--- src/rtl/fetch_queue_stage.sv ---
// Variable-length fetch stage: block requests to instruction memory, byte queue,
// and head-of-queue length decode presenting whole instructions to decode.
module fetch_queue_stage #(
  parameter int unsigned FETCH_BYTES = 4,
  parameter int unsigned QUEUE_BYTES = 16,
  parameter logic [31:0] RESET_PC    = 32'h0
) (
  input  logic                     clk,
  input  logic                     rst,
  output logic                     imem_req_valid,
  input  logic                     imem_req_ready,
  output logic [31:0]              imem_req_addr,
  input  logic                     imem_resp_valid,
  input  logic [8*FETCH_BYTES-1:0] imem_resp_data,
  input  logic                     redirect_valid,
  input  logic [31:0]              redirect_pc,
  output logic                     out_valid,
  input  logic                     out_ready,
  output logic [39:0]              out_instr,
  output logic [2:0]               out_length,
  output logic [31:0]              out_pc,
  output logic [31:0]              out_next_pc,
  output logic                     halted
);

  localparam int unsigned SW = $clog2(FETCH_BYTES);
  localparam int unsigned PW = $clog2(QUEUE_BYTES);
  localparam int unsigned CW = PW + 1;
  localparam logic [31:0] ALIGN_MASK = ~(32'(FETCH_BYTES) - 32'd1);

  localparam logic [1:0] S_REQ   = 2'd0;
  localparam logic [1:0] S_WAIT  = 2'd1;
  localparam logic [1:0] S_DRAIN = 2'd2;
  localparam logic [1:0] S_HALT  = 2'd3;

  logic [1:0]    state_q, state_d;
  logic [31:0]   fetch_addr_q, fetch_addr_d;
  logic [SW-1:0] skip_q, skip_d;
  logic [31:0]   out_pc_q, out_pc_d;
  logic [PW-1:0] rd_ptr_q, rd_ptr_d;
  logic [PW-1:0] wr_ptr_q, wr_ptr_d;
  logic [CW-1:0] count_q, count_d;
  logic [7:0]    q_q [QUEUE_BYTES];
  logic [7:0]    q_d [QUEUE_BYTES];

  logic [7:0]    head_c;
  logic [2:0]    dec_len_c;
  logic [2:0]    len_c;
  logic [CW-1:0] free_c;
  logic [CW-1:0] push_cnt_c;
  logic          push_c;
  logic          fire_c;

  // Length decode of the opcode at the queue head
  assign head_c = q_q[rd_ptr_q];
  always_comb begin
    dec_len_c = 3'd1;
    case (head_c)
      8'h01, 8'h89:               dec_len_c = 3'd2;
      8'h83:                      dec_len_c = 3'd3;
      8'hB8, 8'hB9, 8'h05, 8'hE9: dec_len_c = 3'd5;
      default:                    dec_len_c = 3'd1;
    endcase
  end

  assign len_c      = (count_q != '0) ? dec_len_c : 3'd0;
  assign free_c     = CW'(QUEUE_BYTES) - count_q;
  assign push_cnt_c = CW'(FETCH_BYTES) - CW'(skip_q);

  assign out_valid = (count_q != '0) && (count_q >= CW'(len_c)) && !redirect_valid
                     && (state_q != S_HALT);
  assign fire_c    = out_valid && out_ready;
  // Request is withdrawn during redirect so a stale block is never launched
  assign imem_req_valid = !rst && (state_q == S_REQ) && (free_c >= CW'(FETCH_BYTES))
                          && !redirect_valid;
  assign push_c    = (state_q == S_WAIT) && imem_resp_valid && !redirect_valid;

  assign imem_req_addr = fetch_addr_q;
  assign out_pc        = out_pc_q;
  assign out_length    = len_c;
  assign out_next_pc   = out_pc_q + 32'(len_c);
  assign halted        = (state_q == S_HALT);

  // Instruction bytes beyond the decoded length read as zero
  always_comb begin
    out_instr = '0;
    for (int unsigned i = 0; i < 5; i++) begin
      if (3'(i) < len_c) out_instr[8*i +: 8] = q_q[rd_ptr_q + PW'(i)];
    end
  end

  // Next-state: redirect beats fire and push; HALT is sticky until reset
  always_comb begin
    state_d      = state_q;
    fetch_addr_d = fetch_addr_q;
    skip_d       = skip_q;
    out_pc_d     = out_pc_q;
    rd_ptr_d     = rd_ptr_q;
    wr_ptr_d     = wr_ptr_q;
    count_d      = count_q;
    q_d          = q_q;
    if (state_q == S_HALT) begin
      state_d = S_HALT;
    end else if (redirect_valid) begin
      rd_ptr_d     = '0;
      wr_ptr_d     = '0;
      count_d      = '0;
      out_pc_d     = redirect_pc;
      fetch_addr_d = redirect_pc & ALIGN_MASK;
      skip_d       = redirect_pc[SW-1:0];
      state_d      = (((state_q == S_WAIT) || (state_q == S_DRAIN)) && !imem_resp_valid)
                     ? S_DRAIN : S_REQ;
    end else begin
      case (state_q)
        S_REQ:   if (imem_req_valid && imem_req_ready) state_d = S_WAIT;
        S_WAIT:  if (imem_resp_valid) begin
                   skip_d       = '0;
                   fetch_addr_d = fetch_addr_q + 32'(FETCH_BYTES);
                   state_d      = S_REQ;
                 end
        S_DRAIN: if (imem_resp_valid) state_d = S_REQ;
        default: state_d = state_q;
      endcase
      if (push_c) begin
        for (int unsigned i = 0; i < FETCH_BYTES; i++) begin
          if (SW'(i) >= skip_q) q_d[wr_ptr_q + PW'(i) - PW'(skip_q)] = imem_resp_data[8*i +: 8];
        end
        wr_ptr_d = wr_ptr_q + PW'(push_cnt_c);
      end
      if (fire_c) begin
        rd_ptr_d = rd_ptr_q + PW'(len_c);
        out_pc_d = out_pc_q + 32'(len_c);
        if (head_c == 8'hF4) state_d = S_HALT;
      end
      count_d = count_q + (push_c ? push_cnt_c : CW'(0)) - (fire_c ? CW'(len_c) : CW'(0));
    end
  end

  always_ff @(posedge clk or posedge rst) begin
    if (rst) begin
      state_q      <= S_REQ;
      fetch_addr_q <= RESET_PC & ALIGN_MASK;
      skip_q       <= RESET_PC[SW-1:0];
      out_pc_q     <= RESET_PC;
      rd_ptr_q     <= '0;
      wr_ptr_q     <= '0;
      count_q      <= '0;
    end else begin
      state_q      <= state_d;
      fetch_addr_q <= fetch_addr_d;
      skip_q       <= skip_d;
      out_pc_q     <= out_pc_d;
      rd_ptr_q     <= rd_ptr_d;
      wr_ptr_q     <= wr_ptr_d;
      count_q      <= count_d;
    end
  end

  // Queue storage is pure datapath; occupancy is tracked by count_q
  always_ff @(posedge clk) begin
    q_q <= q_d;
  end

endmodule
--- config.mk ---
export PLATFORM = sky130hd
export DESIGN_NAME = fetch_queue_stage
export DESIGN_NICKNAME = d
export VERILOG_FILES = /design/src/rtl/fetch_queue_stage.sv
export SDC_FILE = /design/constraint.sdc
export NUM_CORES = 1
export LEC_CHECK = 0
export ABC_AREA = 1
export CAP_MARGIN = 20
export CORE_AREA = 2 2 246 248
export CTS_BUF_LIST = sky130_fd_sc_hd__clkbuf_16
export DETAILED_ROUTE_END_ITERATION = 16
export DIE_AREA = 0 0 248 250
export PLACE_DENSITY_LB_ADDON = 0.1
export SLEW_MARGIN = 20
export SYNTH_ARGS = -nofsm -noshare
export SYNTH_HDL_FRONTEND = slang
export SYNTH_SLANG_ARGS = --single-unit
--- constraint.sdc ---
create_clock -name clk -period 11.95 [get_ports clk]
set_clock_uncertainty 0.2 [all_clocks]
set_input_delay 3.585 -clock clk [delete_from_list [all_inputs] [get_ports clk]]
set_output_delay 3.585 -clock clk [all_outputs]
set_load 0.02 [all_outputs]
==> results of run 1 <==
## logic make-up after synthesis
group / count (synthesis)
simple gates: 1593
compound gates: 761
buf+inv: 496
flops: 207
xor+xnor: 53
fa+ha+maj: 49
mux: 23
other cells: 1
## cell usage after synthesis (23+ instances only)
library cell / instances / area (µm²)
edfxtp_1: 128 / 3840
mux2i_1: 23 / 230
buf_2: 39 / 195
nand2_1: 828 / 3110
inv_1: 296 / 1110
xor2_1: 35 / 307
a21oi_1: 187 / 936
a31oi_1: 50 / 313
dfrtp_1: 79 / 1980
o21ai_0: 347 / 1740
o22ai_1: 23 / 144
o211ai_1: 109 / 818
nand3_1: 298 / 1490
nor2_1: 378 / 1420
nor3_1: 37 / 185
ha_1: 39 / 488
clkbuf_1: 125 / 469
## cell usage in the layout (no fill, tap or decap), drive strengths merged, types with 22 or more instances in the layout
cell             n
clkdlybuf4s50  206
o211ai         109
nand2          837
edfxtp         128
nor2           384
buf             34
nor3            37
ha              39
o21ai          350
nand3          299
inv            312
nand4           22
mux2i           23
dfrtp           79
xor2            35
a31oi           50
o22ai           23
a21oi          196
clkbuf          29
## stage by stage
step / hold WS (ps) / cells / instance area [µm²] / utilization / power, mW
floorplan: 309 / 3184 / 20000 / - / 2.84
global placement: 350 / 4018 / 22600 / 0.379 / 3.83
detailed placement: 365 / 4018 / 22600 / 0.379 / 3.85
CTS: 373 / 4070 / 23500 / 0.394 / 4.74
global route: 409 / 4073 / 23500 / 0.395 / 5.07
finish: 375 / 4075 / 23500 / 0.395 / 4.76
## power groups by stage
stage	Combinational (mW)	Sequential [mW]	Clock (mW)
6_report	2.77	1.10	0.882
3_3_place_gp	2.72	1.11	0
4_1_cts	2.75	1.10	0.893
5_1_grt	3.03	1.12	0.922
3_5_place_dp	2.74	1.11	0
2_1_floorplan	1.71	1.13	0
## worst min-delay path by stage
stage / start / endpoint / slack [ps] / depth (start not counted)
6_report: imem_req_addr[31] / imem_req_addr[31] / 370 / 2
4_1_cts: out_pc[6] / out_pc[6] / 370 / 2
2_1_floorplan: count_q[3] / count_q[3] / 310 / 2
3_5_place_dp: count_q[3] / count_q[3] / 370 / 2
3_3_place_gp: count_q[3] / count_q[3] / 350 / 2
5_1_grt: count_q[3] / count_q[3] / 410 / 2
## cell type report
| cell class | count | area [µm²] | area share |
|---|---|---|---|
| well taps | 782 | 978 | 0.0416 |
| inverters | 309 | 1160 | 0.0494 |
| multi-input cells | 2481 | 12300 | 0.522 |
| clock buffers | 29 | 726 | 0.0309 |
| flip-flops and latches | 207 | 5830 | 0.248 |
| diodes | 4 | 10.0 | 0.000426 |
| clock inverters | 23 | 203 | 0.00862 |
| repair buffers | 240 | 2330 | 0.0991 |
## registers in the layout (all words and copies together), names as in the netlist
register	count
q_q	128
out_pc	32
imem_req_addr	30
count_q	5
rd_ptr_q	4
wr_ptr_q	4
skip_q	2
state_q	2
## routing by layer
| layer | vias up | GRT usage | share of wire |
|---|---|---|---|
| met4 | 0 | 0.100 | 0.033 |
| li1 | 10900 | - | - |
| met5 | - | 0 | 0 |
| met1 | 11200 | 0.482 | 0.43 |
| met3 | 183 | 0.0771 | 0.11 |
| met2 | 1242 | 0.495 | 0.43 |
## worst register-to-register path: cells and delay by family, from the launching register on
| family | cells | cell delay [ps] |
|---|---|---|
| compound gates | 5 | 740 |
| fa+ha+maj | 3 | 1350 |
| buf+inv | 5 | 1610 |
| flops | 1 | 800 |
| simple gates | 15 | 1980 |
==> results.cfg, run 1 <==
[sta]
finalCritPeriodShare = 0.884
finalSetupTns_ps = 0
slew_viol_final = 0
clock.fmax_mhz = 94.7
setup_violations = 0
setup_ws_ps = 1390
tightest_slew_ps = 1230
hold_violations = 0
slew_headroom = 0.174
fin_crit_ps = 10560
rsz0062_at_grt = no

[worst_setup_path]
cpMostUsedCell = nand3_1
r2r-end = count_q[4]
endpoint = out_next_pc[15]
path_class = flop to output port
cp_top_family = simple AND/OR/NAND/NOR gates
cp.depth = 21
worstPathMaxFanout = 57
start_kind = flop
r2r_slack_ps = 5170
r2r_start = rd_ptr_q[0]
critPathArrivalTime_ps = 6780
crit_path_max_incr_delay_ps = 800
critPathBufInv = 4
reg2reg_depth = 28
crit_path_end_kind = output port
crit_chain = clkinv_2, buf_4, nand2_1, nand3_1, nand3_1, nand2_1, nor2_1, nor2_1, nand2_1, nand3_2, nand2_4, inv_1, ha_1, nand3_1, nand3_1, nand2_1, nor2_1, nand3_1, nor3_1, xor2_1, clkdlybuf4s50_1
crit_path_top_delay_cell = dfrtp_4
worstSetupStartpoint = rd_ptr_q[0]
required_ps = 8170

[route]
drt-pass1-iter-count = 6
wl_per_cell_um = 26.2
via_count = 23500
first_iter_violations = 3014
routed_wl_um = 107000
drt_drc_violations_left = 0
vias_per_cell = 5.78
final_antenna_net_count = 0

[cells_and_area]
fill_cells = 6450
fin_nets = 3386
drive_gt1_frac = 0.0359
syn_to_final_growth_pct = 17.3

[cts]
cts.repair.resized = 0
htreeDepth = 1
root_buffer = clkbuf_16
cts.sinks = 207
cts_buffers = 28
cts_buffer_depth = 3
post-cts-setup-buffers = 0
path_clk_slew_ps = 60
cts-hold-fix-buffers = 0
clock_latency_ps = 580
cts_tree = done

[power_and_ir_drop]
p_seq_frac = 0.232
intPower_mw = 2.37
ir_worst_vdd_v = 0.000123
switchingPower_mw = 2.39
switching_share = 0.502
p_per_area_nw_per_um2 = 202
p_clk_frac = 0.185
combPwrFrac = 0.583
p_leak_nw = 9.96

[placed_design]
gp_congestion = 1.06
portBuffers = 209
post-place-ws_ps = 2060
hpwlAfterDp_um = 78200

[global_routing]
antenna_found_initial = 6
grt-ovfl-total = 0
grt_pass1_vias = 21100
grt_usage = 0.335
grt_max_degree = 81
grt_pass1_wl_um = 151000

[floorplan]
core_area_um2 = 59600
rows = 90
start_util = 0.336
top_level_ports = 212
die_h_um = 250
dieArea_um2 = 62000
die_w_um = 248

[yosys]
yosys_warnings = 0
yosys.area_share.simple = 0.328
netlist_area_um2 = 20000
syn_inst = 3183
synth-edff-count = 128
synth_fa_ha_area_frac = 0.0343
synthMuxAreaShare = 0.0115
synth_area_per_cell_um2 = 6.30
synth_top_family_by_area = simple AND/OR/NAND/NOR gates
async_reset_ff_frac = 0.382
ys_seq_area_frac = 0.290
synth_compound_area_frac = 0.215
yosysUniqueCellTypes = 47
ys_ff_latch = 207
synthFlopType = edfxtp_1
synthXorXnorAreaFrac = 0.0232

[worst_hold_path]
worstHoldPathType = flop to flop

[run]
drv_cap = 0

[status]
status = complete, no violations
Power figures use the tool's default switching activity.
==> inputs of run 2 (changes only) <==
--- a/config.mk
+++ b/config.mk
@@ -11,6 +11,7 @@
 export CTS_BUF_LIST = sky130_fd_sc_hd__clkbuf_16
 export DETAILED_ROUTE_END_ITERATION = 16
 export DIE_AREA = 0 0 248 250
+export MAX_ROUTING_LAYER = met4
 export PLACE_DENSITY_LB_ADDON = 0.1
 export SLEW_MARGIN = 20
 export SYNTH_ARGS = -nofsm -noshare
==> run 2 against run 1 <==
Compared with the run above: sequential power about the same; routed wire length is 1.2% higher; sequential cell count unchanged; largest power group unchanged; highest routed layer unchanged.
==> results.cfg, run 2 (synthesis results as in run 1) <==
[status]
status = complete, no violations

[sta]
fin_crit_ps = 10890
slew_headroom = 0.194
slew_viol_final = 0
tightest_slew_ps = 1210
setup_violations = 0
clock.fmax_mhz = 91.8
finalCritPeriodShare = 0.911
finalSetupTns_ps = 0
rsz0062_at_grt = no
hold_violations = 0
hold_slack_ps = 371
setup_ws_ps = 1060

[cells_and_area]
syn_to_final_growth_pct = 17.2
fin_area_um2 = 23500
layout_common_cells = nand2_1 (828), nor2_1 (377), o21ai_0 (347), inv_1 (305), nand3_1 (298)
largest-register = q_q
fin_nets = 3392
drive_gt1_frac = 0.0346
largest_reg_flops = 128
final_common_cell = nand2_1

[cts]
cts.sinks = 207
cts.repair.resized = 0
root_buffer = clkbuf_16
cts_buffers = 29
cts_tree = done
htreeDepth = 1
post-cts-setup-buffers = 0
path_clk_slew_ps = 60
cts-hold-fix-buffers = 0
cts_buffer_depth = 3
clock_latency_ps = 590

[floorplan]
dieArea_um2 = 62000
die_w_um = 248
top_level_ports = 212
die_h_um = 250
core_area_um2 = 59600
rows = 90
start_util = 0.336

[global_routing]
grt_pass1_wl_um = 152000
grt-ovfl-total = 0
grt_usage = 0.348
grt_max_degree = 77
antenna_found_initial = 3
grt_pass1_vias = 21100

[route]
drt-pass1-iter-count = 6
drt_drc_violations_left = 0
vias_per_cell = 5.78
via_count = 23600
final_antenna_net_count = 0
first_iter_violations = 3028
wl_per_cell_um = 26.5
routed_wl_um = 108000

[power_and_ir_drop]
ir_worst_vdd_v = 0.000120
switchingPower_mw = 2.41
total_power_mw = 4.73
switching_share = 0.510
p_leak_nw = 9.95
p_seq_frac = 0.237
intPower_mw = 2.32
combPwrFrac = 0.589
p_clk_frac = 0.174
p_per_area_nw_per_um2 = 201

[run]
drv_cap = 0

[worst_setup_path]
crit_path_top_delay_cell = clkinv_2
worstPathMaxFanout = 69
required_ps = 8170
critPathBufInv = 4
crit_path_end_kind = output port
cpMostUsedCell = nand2_1
crit_chain = clkinv_2, buf_4, nand2_1, nand3_1, nand3_1, nand2_1, nor2_1, nor2_1, nand2_1, nand3_2, nand2_4, inv_1, ha_1, nand3_1, nand3_1, nand2_1, nor2_1, nand3_1, nor3_1, nand2_1, nand2_1, and2_1, clkdlybuf4s50_1
critPathArrivalTime_ps = 7110
start_kind = flop
cp_top_family = simple AND/OR/NAND/NOR gates
path_class = flop to output port
crit_path_max_incr_delay_ps = 1020

[placed_design]
gp_congestion = 0.984
placed_area_um2 = 22600
hpwlAfterDp_um = 78900
portBuffers = 209
post-place-ws_ps = 1720

[worst_hold_path]
worstHoldPathType = flop to flop
-- run 2: cell types whose count changed in the layout (fill, tap and decap cells not counted) --
cell,before,now
buf_12,0,1
buf_16,1,0
buf_2,3,1
buf_4,30,35
bufinv_16,4,1
clkbuf_16,29,30
clkdlybuf4s50_1,206,208
clkinv_1,9,11
clkinv_2,7,2
clkinv_4,0,1
diode_2,4,1
inv_1,301,305
inv_6,1,0
-- run 2: tightest hold or removal path: stages, from the launching register on --
cell     delay (ps)
dfrtp_1         400
nand2_1          70
o31ai_1          70
-- run 2: worst paths after layout --
path	slack, ps	start	cells after the start	to
min reg2reg	370	count_q[3]	2	count_q[3]
max reg2reg	4810	rd_ptr_q[0]	28	count_q[4]
min	370	count_q[3]	2	count_q[3]
max	1060	rd_ptr_q[0]	23	out_next_pc[17]
max in group asynchronous	7180	rst	3	wr_ptr_q[0]
min in group asynchronous	3170	rst	2	count_q[3]
-- run 2: power groups by stage --
| stage | clock [mW] | sequential, mW | combinational, mW |
|---|---|---|---|
| floorplan | 0 | 1.13 | 1.71 |
| global placement | 0 | 1.13 | 2.73 |
| detailed placement | 0 | 1.13 | 2.74 |
| CTS | 0.832 | 1.11 | 2.75 |
| global route | 0.860 | 1.13 | 3.03 |
| finish | 0.825 | 1.12 | 2.78 |
-- run 2: metrics by stage --
stage | instances | utilization
CTS | 4074 | 0.394
finish | 4076 | 0.394
floorplan | 3184 | -
global route | 4076 | 0.394
detailed placement | 4023 | 0.379
global placement | 4023 | 0.379
-- run 2: cell type report --
class / count / area (µm²)
timing repair buffer: 245 / 2370
fill: 6401 / 36100
inverter: 309 / 1160
clock buffer: 30 / 751
sequential: 207 / 5830
tap: 782 / 978
multi-input combinational: 2481 / 12300
clock inverter: 21 / 110
antenna: 1 / 2.50
-- run 2: layer usage --
layer  part of all wire  wire, µm  track usage  vias to the layer above
met5                  0         0            -                        -
li1                   -         -            -                    10900
met4              0.041      4460        0.121                        0
met1               0.42     45500        0.479                    11200
met2               0.42     45400        0.490                     1277
met3               0.12     12700       0.0867                      213
